## config.mk

```make
export PLATFORM = sky130hd
export DESIGN_NAME = bios_resp_tx_flat
export DESIGN_NICKNAME = d
export VERILOG_FILES = /design/src/rtl/bios_resp_tx_if.sv /design/src/rtl/bios_resp_tx.sv /design/src/flat_wrapper.sv
export SDC_FILE = /design/constraint.sdc
export NUM_CORES = 1
export LEC_CHECK = 0
export BUFFER_PORTS_ARGS = -buffer_cell sky130_fd_sc_hd__buf_4
export CAP_MARGIN = 20
export CORE_AREA = 2 2 106 82
export CTS_BUF_LIST = sky130_fd_sc_hd__clkbuf_4 sky130_fd_sc_hd__clkbuf_8 sky130_fd_sc_hd__clkbuf_16
export DETAILED_ROUTE_END_ITERATION = 8
export DIE_AREA = 0 0 108 84
export PLACE_DENSITY = 0.74
export SLEW_MARGIN = 20
export SYNTH_ARGS = -nofsm -noshare
export SYNTH_HDL_FRONTEND = slang
export SYNTH_SLANG_ARGS = --single-unit
```

## constraint.sdc

```tcl
create_clock -name clk -period 3.8 [get_ports clk]
set_clock_uncertainty 0.1 [all_clocks]
set_input_delay 0.76 -clock clk [delete_from_list [all_inputs] [get_ports clk]]
set_output_delay 0.76 -clock clk [all_outputs]
set_load 0.1 [all_outputs]
```

## src/rtl/bios_resp_tx_if.sv

```systemverilog
// Response request bus from the BIOS command FSM plus the byte stream to the UART.
// No storage; pure signal bundle.
// Both halves use valid/ready: resp_* is the request handshake, tx_* the byte handshake.
interface bios_resp_tx_if;
    logic        resp_valid;
    logic        resp_ready;
    logic [1:0]  resp_kind;
    logic [3:0]  resp_code;
    logic [1:0]  resp_size;
    logic [31:0] resp_data;
    logic [7:0]  tx_data;
    logic        tx_valid;
    logic        tx_ready;

    // The response formatter itself
    modport slave (
        input  resp_valid,
        output resp_ready,
        input  resp_kind,
        input  resp_code,
        input  resp_size,
        input  resp_data,
        output tx_data,
        output tx_valid,
        input  tx_ready
    );

    // The environment: request source and UART byte sink
    modport master (
        output resp_valid,
        input  resp_ready,
        output resp_kind,
        output resp_code,
        output resp_size,
        output resp_data,
        input  tx_data,
        input  tx_valid,
        output tx_ready
    );
endinterface

```

## src/rtl/bios_resp_tx.sv

```systemverilog
// Formats a BIOS response (ok / er<code> / pong / hex data) into newline-terminated ASCII bytes.
// First byte is presented the cycle after the request is accepted; one byte per accepted step.
// tx_ready low stalls the frame with tx_data/tx_valid held; resp_ready drops for the whole frame.
module bios_resp_tx #(
    parameter logic [7:0] NEWLINE = 8'h0A
) (
    input  logic              clk,
    input  logic              rst,
    input  logic              clk_en,
    bios_resp_tx_if.slave     bus,
    output logic              busy
);

    typedef enum logic {
        IDLE = 1'b0,
        SEND = 1'b1
    } state_t;

    localparam logic [1:0] KIND_OK   = 2'd0;
    localparam logic [1:0] KIND_ERR  = 2'd1;
    localparam logic [1:0] KIND_PONG = 2'd2;
    localparam logic [1:0] KIND_DATA = 2'd3;

    state_t      state;
    logic [3:0]  idx;
    logic [1:0]  kind_q;
    logic [3:0]  code_q;
    logic [1:0]  size_q;
    logic [31:0] data_q;

    // Lowercase ASCII hex digit for one nibble
    function automatic logic [7:0] hex_char(input logic [3:0] n);
        return (n < 4'd10) ? (8'h30 + {4'h0, n}) : (8'h57 + {4'h0, n});
    endfunction

    // Index of the terminating newline, i.e. frame length minus one
    function automatic logic [3:0] last_idx(input logic [1:0] kind, input logic [1:0] size);
        logic [3:0] r;
        case (kind)
            KIND_OK:   r = 4'd2;
            KIND_ERR:  r = 4'd3;
            KIND_PONG: r = 4'd4;
            default:   r = (size == 2'd0) ? 4'd2 : (size == 2'd1) ? 4'd4 : 4'd8;
        endcase
        return r;
    endfunction

    // Byte at position idx of the frame described by the given fields
    function automatic logic [7:0] frame_byte(
        input logic [1:0]  kind,
        input logic [3:0]  code,
        input logic [1:0]  size,
        input logic [31:0] data,
        input logic [3:0]  pos_idx
    );
        logic [3:0] last;
        logic [2:0] digit;
        logic [7:0] b;
        last  = last_idx(kind, size);
        digit = 3'd0;
        b     = NEWLINE;
        if (pos_idx < last) begin
            case (kind)
                KIND_OK:  b = (pos_idx == 4'd0) ? 8'h6F : 8'h6B;
                KIND_ERR: b = (pos_idx == 4'd0) ? 8'h65 :
                              (pos_idx == 4'd1) ? 8'h72 : hex_char(code);
                KIND_PONG: begin
                    case (pos_idx)
                        4'd0:    b = 8'h70;
                        4'd1:    b = 8'h6F;
                        4'd2:    b = 8'h6E;
                        default: b = 8'h67;
                    endcase
                end
                default: begin
                    // First digit is the most significant nibble of the right-aligned payload
                    digit = 3'(last - 4'd1 - pos_idx);
                    b     = hex_char(4'(data >> {digit, 2'b00}));
                end
            endcase
        end
        return b;
    endfunction

    assign bus.resp_ready = (state == IDLE);
    assign busy           = (state == SEND);

    // Frame sequencer: latch request, present one byte at a time, registered tx outputs
    always_ff @(posedge clk or negedge rst) begin
        if (!rst) begin
            state       <= IDLE;
            idx         <= 4'd0;
            kind_q      <= 2'd0;
            code_q      <= 4'd0;
            size_q      <= 2'd0;
            data_q      <= 32'd0;
            bus.tx_valid <= 1'b0;
            bus.tx_data  <= 8'h00;
        end else if (clk_en) begin
            case (state)
                IDLE: begin
                    if (bus.resp_valid) begin
                        kind_q       <= bus.resp_kind;
                        code_q       <= bus.resp_code;
                        size_q       <= bus.resp_size;
                        data_q       <= bus.resp_data;
                        idx          <= 4'd0;
                        state        <= SEND;
                        bus.tx_valid <= 1'b1;
                        bus.tx_data  <= frame_byte(bus.resp_kind, bus.resp_code,
                                                   bus.resp_size, bus.resp_data, 4'd0);
                    end
                end
                SEND: begin
                    // tx_valid is always high here, so tx_ready alone marks the byte step
                    if (bus.tx_ready) begin
                        if (idx == last_idx(kind_q, size_q)) begin
                            state        <= IDLE;
                            idx          <= 4'd0;
                            bus.tx_valid <= 1'b0;
                            bus.tx_data  <= 8'h00;
                        end else begin
                            idx         <= idx + 4'd1;
                            bus.tx_data <= frame_byte(kind_q, code_q, size_q, data_q,
                                                      idx + 4'd1);
                        end
                    end
                end
                default: state <= IDLE;
            endcase
        end
    end

endmodule

```

## src/flat_wrapper.sv

```systemverilog
// flat-port wrapper written by rule: the top's interface ports become plain ports
module bios_resp_tx_flat 
#(
    parameter logic [7:0] NEWLINE = 8'h0A
)
  (clk, rst, clk_en, busy, bus_resp_valid, bus_resp_ready, bus_resp_kind, bus_resp_code, bus_resp_size, bus_resp_data, bus_tx_data, bus_tx_valid, bus_tx_ready);
  bios_resp_tx_if bus_i ();
  input  logic clk;
  input  logic rst;
  input  logic clk_en;
  output logic busy;
  input wire logic [$bits(bus_i.resp_valid)-1:0] bus_resp_valid;
  output wire logic [$bits(bus_i.resp_ready)-1:0] bus_resp_ready;
  input wire logic [$bits(bus_i.resp_kind)-1:0] bus_resp_kind;
  input wire logic [$bits(bus_i.resp_code)-1:0] bus_resp_code;
  input wire logic [$bits(bus_i.resp_size)-1:0] bus_resp_size;
  input wire logic [$bits(bus_i.resp_data)-1:0] bus_resp_data;
  output wire logic [$bits(bus_i.tx_data)-1:0] bus_tx_data;
  output wire logic [$bits(bus_i.tx_valid)-1:0] bus_tx_valid;
  input wire logic [$bits(bus_i.tx_ready)-1:0] bus_tx_ready;
  assign bus_i.resp_valid = bus_resp_valid;
  assign bus_resp_ready = bus_i.resp_ready;
  assign bus_i.resp_kind = bus_resp_kind;
  assign bus_i.resp_code = bus_resp_code;
  assign bus_i.resp_size = bus_resp_size;
  assign bus_i.resp_data = bus_resp_data;
  assign bus_tx_data = bus_i.tx_data;
  assign bus_tx_valid = bus_i.tx_valid;
  assign bus_i.tx_ready = bus_tx_ready;
  bios_resp_tx #(.NEWLINE(NEWLINE)) u_core (.clk(clk), .rst(rst), .clk_en(clk_en), .bus(bus_i), .busy(busy));
endmodule
```

==> out/results.ini <==
[sta]
whs_ps=379
fin_crit_sh=0.958
max_freq_mhz=275
period_needed_ps=3640
maxSlewViolCount=0
setup_viol=0
finalHoldViolCount=0
tightest_slew_ps=748
relSlewSlack=0.489
fin_tns_setup_ps=0
rsz0062_at_grt=no

[route]
vias=2764
dr.pass1.iters=4
routed_via_density=5.82
route.met2.wl_um=3950
wl_um=8930
ant_nets=0
wl_per_cell_um=18.8
drtIter0Drc=201
drc=0
top_layer_used=met4
wl_met1_um=4320
wl_met3_um=617

[finish]
diodes=0
multi_input_area_um2=2100
drive_gt1_frac=0.379
final_nets=426
area.growth.synth_to_final_pct=18.6
seqCellArea_um2=1330
finalInstanceArea_um2=4180
fillers=750
fin_util=0.512

[floorplanning]
rows=29
initial_core_util=0.432
pin_count=56
die_y_um=84
core_area_um2=8160
dieArea_um2=9070
die_x_um=108

[yosys]
yosysSeqAreaShare=0.376
synth_flop_cell=dfrtp_1
async_reset_ff_frac=1.00
yosysWarnings=0
muxShareOfSynthArea=0.278
synth_edf_count=0
netlist_instances=311
synth_compound_area_frac=0.118
synth_top_family_by_area=multiplexers
netlist_area_um2=3520
synth.net_count=370
synth-xor-area-share=0.0295
ys_ff_latch=53
synth-simple-area-share=0.110
synth_cell_type_count=57
synth_area_per_cell_um2=11.3
synth_adder_area_share=0.0518

[clock_network]
post_cts_buffers=0
insertion_delay_ps=310
tritoncts=done
clockRootBuffer=clkbuf_8
ctsHoldBuffers=0
cts_buffers=5
htree_levels=2
path_clk_slew_ps=100
clockBufferDepth=2
cts_sinks=53

[grt]
grt_max_degree=54
antenna_found_initial=0
first_global_vias=2732
global_route.usage.total=0.212
grt-ovfl-total=0
grt_pass1_wl_um=14800

[status]
outcome=complete, no violations

[setup_path]
crit_fanout=8
worstSetupStartpointType=flip-flop
arrival_ps=3750
worstSetupEndpointType=flip-flop
critPathKind=reg2reg
r2r_slack_ps=160
cp.required_ps=3910

[placed_design]
routabilityCongestion=0.878
portBuffers=54
placed_area_um2=4060
dp_hpwl_um=6970

[job]
maxCapViolations=0

[worst_hold_path]
hold_class=in2async

Yosys cell counts, types with 3 or more instances:
cell / number / share of area
dfrtp_1: 53 / 0.38
mux2_2: 41 / 0.13
nand2_1: 24 / 0.026
o21ai_0: 17 / 0.024
ha_1: 13 / 0.046
mux2i_1: 12 / 0.034
clkbuf_1: 11 / 0.012
mux4_2: 11 / 0.070
nor2_1: 11 / 0.012
a21oi_1: 10 / 0.014
inv_1: 8 / 0.0085
nand3_1: 8 / 0.011
a31oi_1: 6 / 0.011
nor2b_1: 6 / 0.011
nor3_1: 6 / 0.0085
xnor2_1: 6 / 0.015
mux4_1: 4 / 0.030
nor3b_1: 4 / 0.0085
xor2_1: 4 / 0.0099
a2111oi_0: 3 / 0.0075
a21o_1: 3 / 0.0064
a311oi_1: 3 / 0.0075
nor4_1: 3 / 0.0053
o211ai_1: 3 / 0.0064
stage by stage:
step,setup slack (ps),instances
after floorplan,299,311
after global placement,226,468
after detailed placement,16.5,468
after CTS,54.0,475
after global routing,5.38,475
final,158,475
cell families (layout without fill, tap and decap cells):
group	Yosys count	after routing
AOI/OAI and AO/OA	61	61
xor gates and xnor gates	11	11
adders and majority gates	14	14
buffers and inverters	26	82
DFF	53	53
muxes	71	71
other	1	1
and+or+nand+nor	74	74
per-layer routing:
metal	vias up	global-route usage
met5	-	0
met4	0	0.0280
met3	5	0.0351
met2	113	0.311
met1	1366	0.335
li1	1280	-
worst paths after layout:
path,to,cells past startpoint,startpoint
max,u_core.bus.tx_data[1],11,u_core.idx[1]
max reg2reg,u_core.bus.tx_data[1],11,u_core.idx[1]
min in group clk,u_core.bus.tx_data[5],2,u_core.bus.tx_data[5]
min,u_core.idx[0],1,rst
min reg2reg,u_core.bus.tx_data[5],2,u_core.bus.tx_data[5]
max in group asynchronous,u_core.idx[1],1,rst
cell usage in the layout, fill, tap and decap left out, types with 2 or more instances in the layout:
cell and count:
a2111oi_0 3, a21o_1 3, a21oi_1 10, a311oi_1 2
a31oi_1 6, a32o_1 2, buf_4 65, clkbuf_8 6
dfrtp_1 52, ha_1 13, inv_1 8, mux2_2 41
mux2_4 2, mux2i_1 10, mux2i_2 3, mux4_1 4
mux4_2 11, nand2_1 24, nand2b_1 2, nand3_1 8
nand3b_1 2, nor2_1 10, nor2b_1 6, nor3_1 6
nor3b_1 4, nor4_1 3, o211ai_1 3, o21a_1 2
o21ai_0 17, o221ai_1 2, o31a_1 2, xnor2_1 6
xor2_1 4
timing repair:
item | CTS | global route
resized for setup | 1 | 5
setup endpoints to repair | 1 | 2
endpoints found under the hold margin | 0 | 0
sequential cells by signal, summed over array words and instances (netlist names):
signal and cells:
u_core.data_q 32, u_core.bus.tx_data 7, u_core.code_q 4, u_core.idx 4
u_core.kind_q 2, u_core.size_q 2, u_core.bus.tx_valid 1, u_core.busy 1
area by class of cell:
| cell class | count | area share |
|---|---|---|
| Timing Repair Buffer | 65 | 0.117 |
| Tap cell | 108 | 0.0323 |
| Clock buffer | 6 | 0.0198 |
| Sequential cell | 53 | 0.318 |
| Multi-Input combinational cell | 232 | 0.502 |
| Inverter | 10 | 0.00958 |
| Clock inverter | 1 | 0.00180 |
worst max-delay path: stages (launching register included):
cell,delay (ps)
dfrtp_2,470
inv_1,130
ha_1,290
fa_1,520
buf_4,190
mux4_2,370
mux2i_2,230
ha_1,270
nor2b_1,140
a311oi_2,310
nor4_1,160
o41ai_2,320
Power is left out: the tool's default activity adds up to more than one toggle a clock period on the data nets, which glitch-free logic cannot reach.
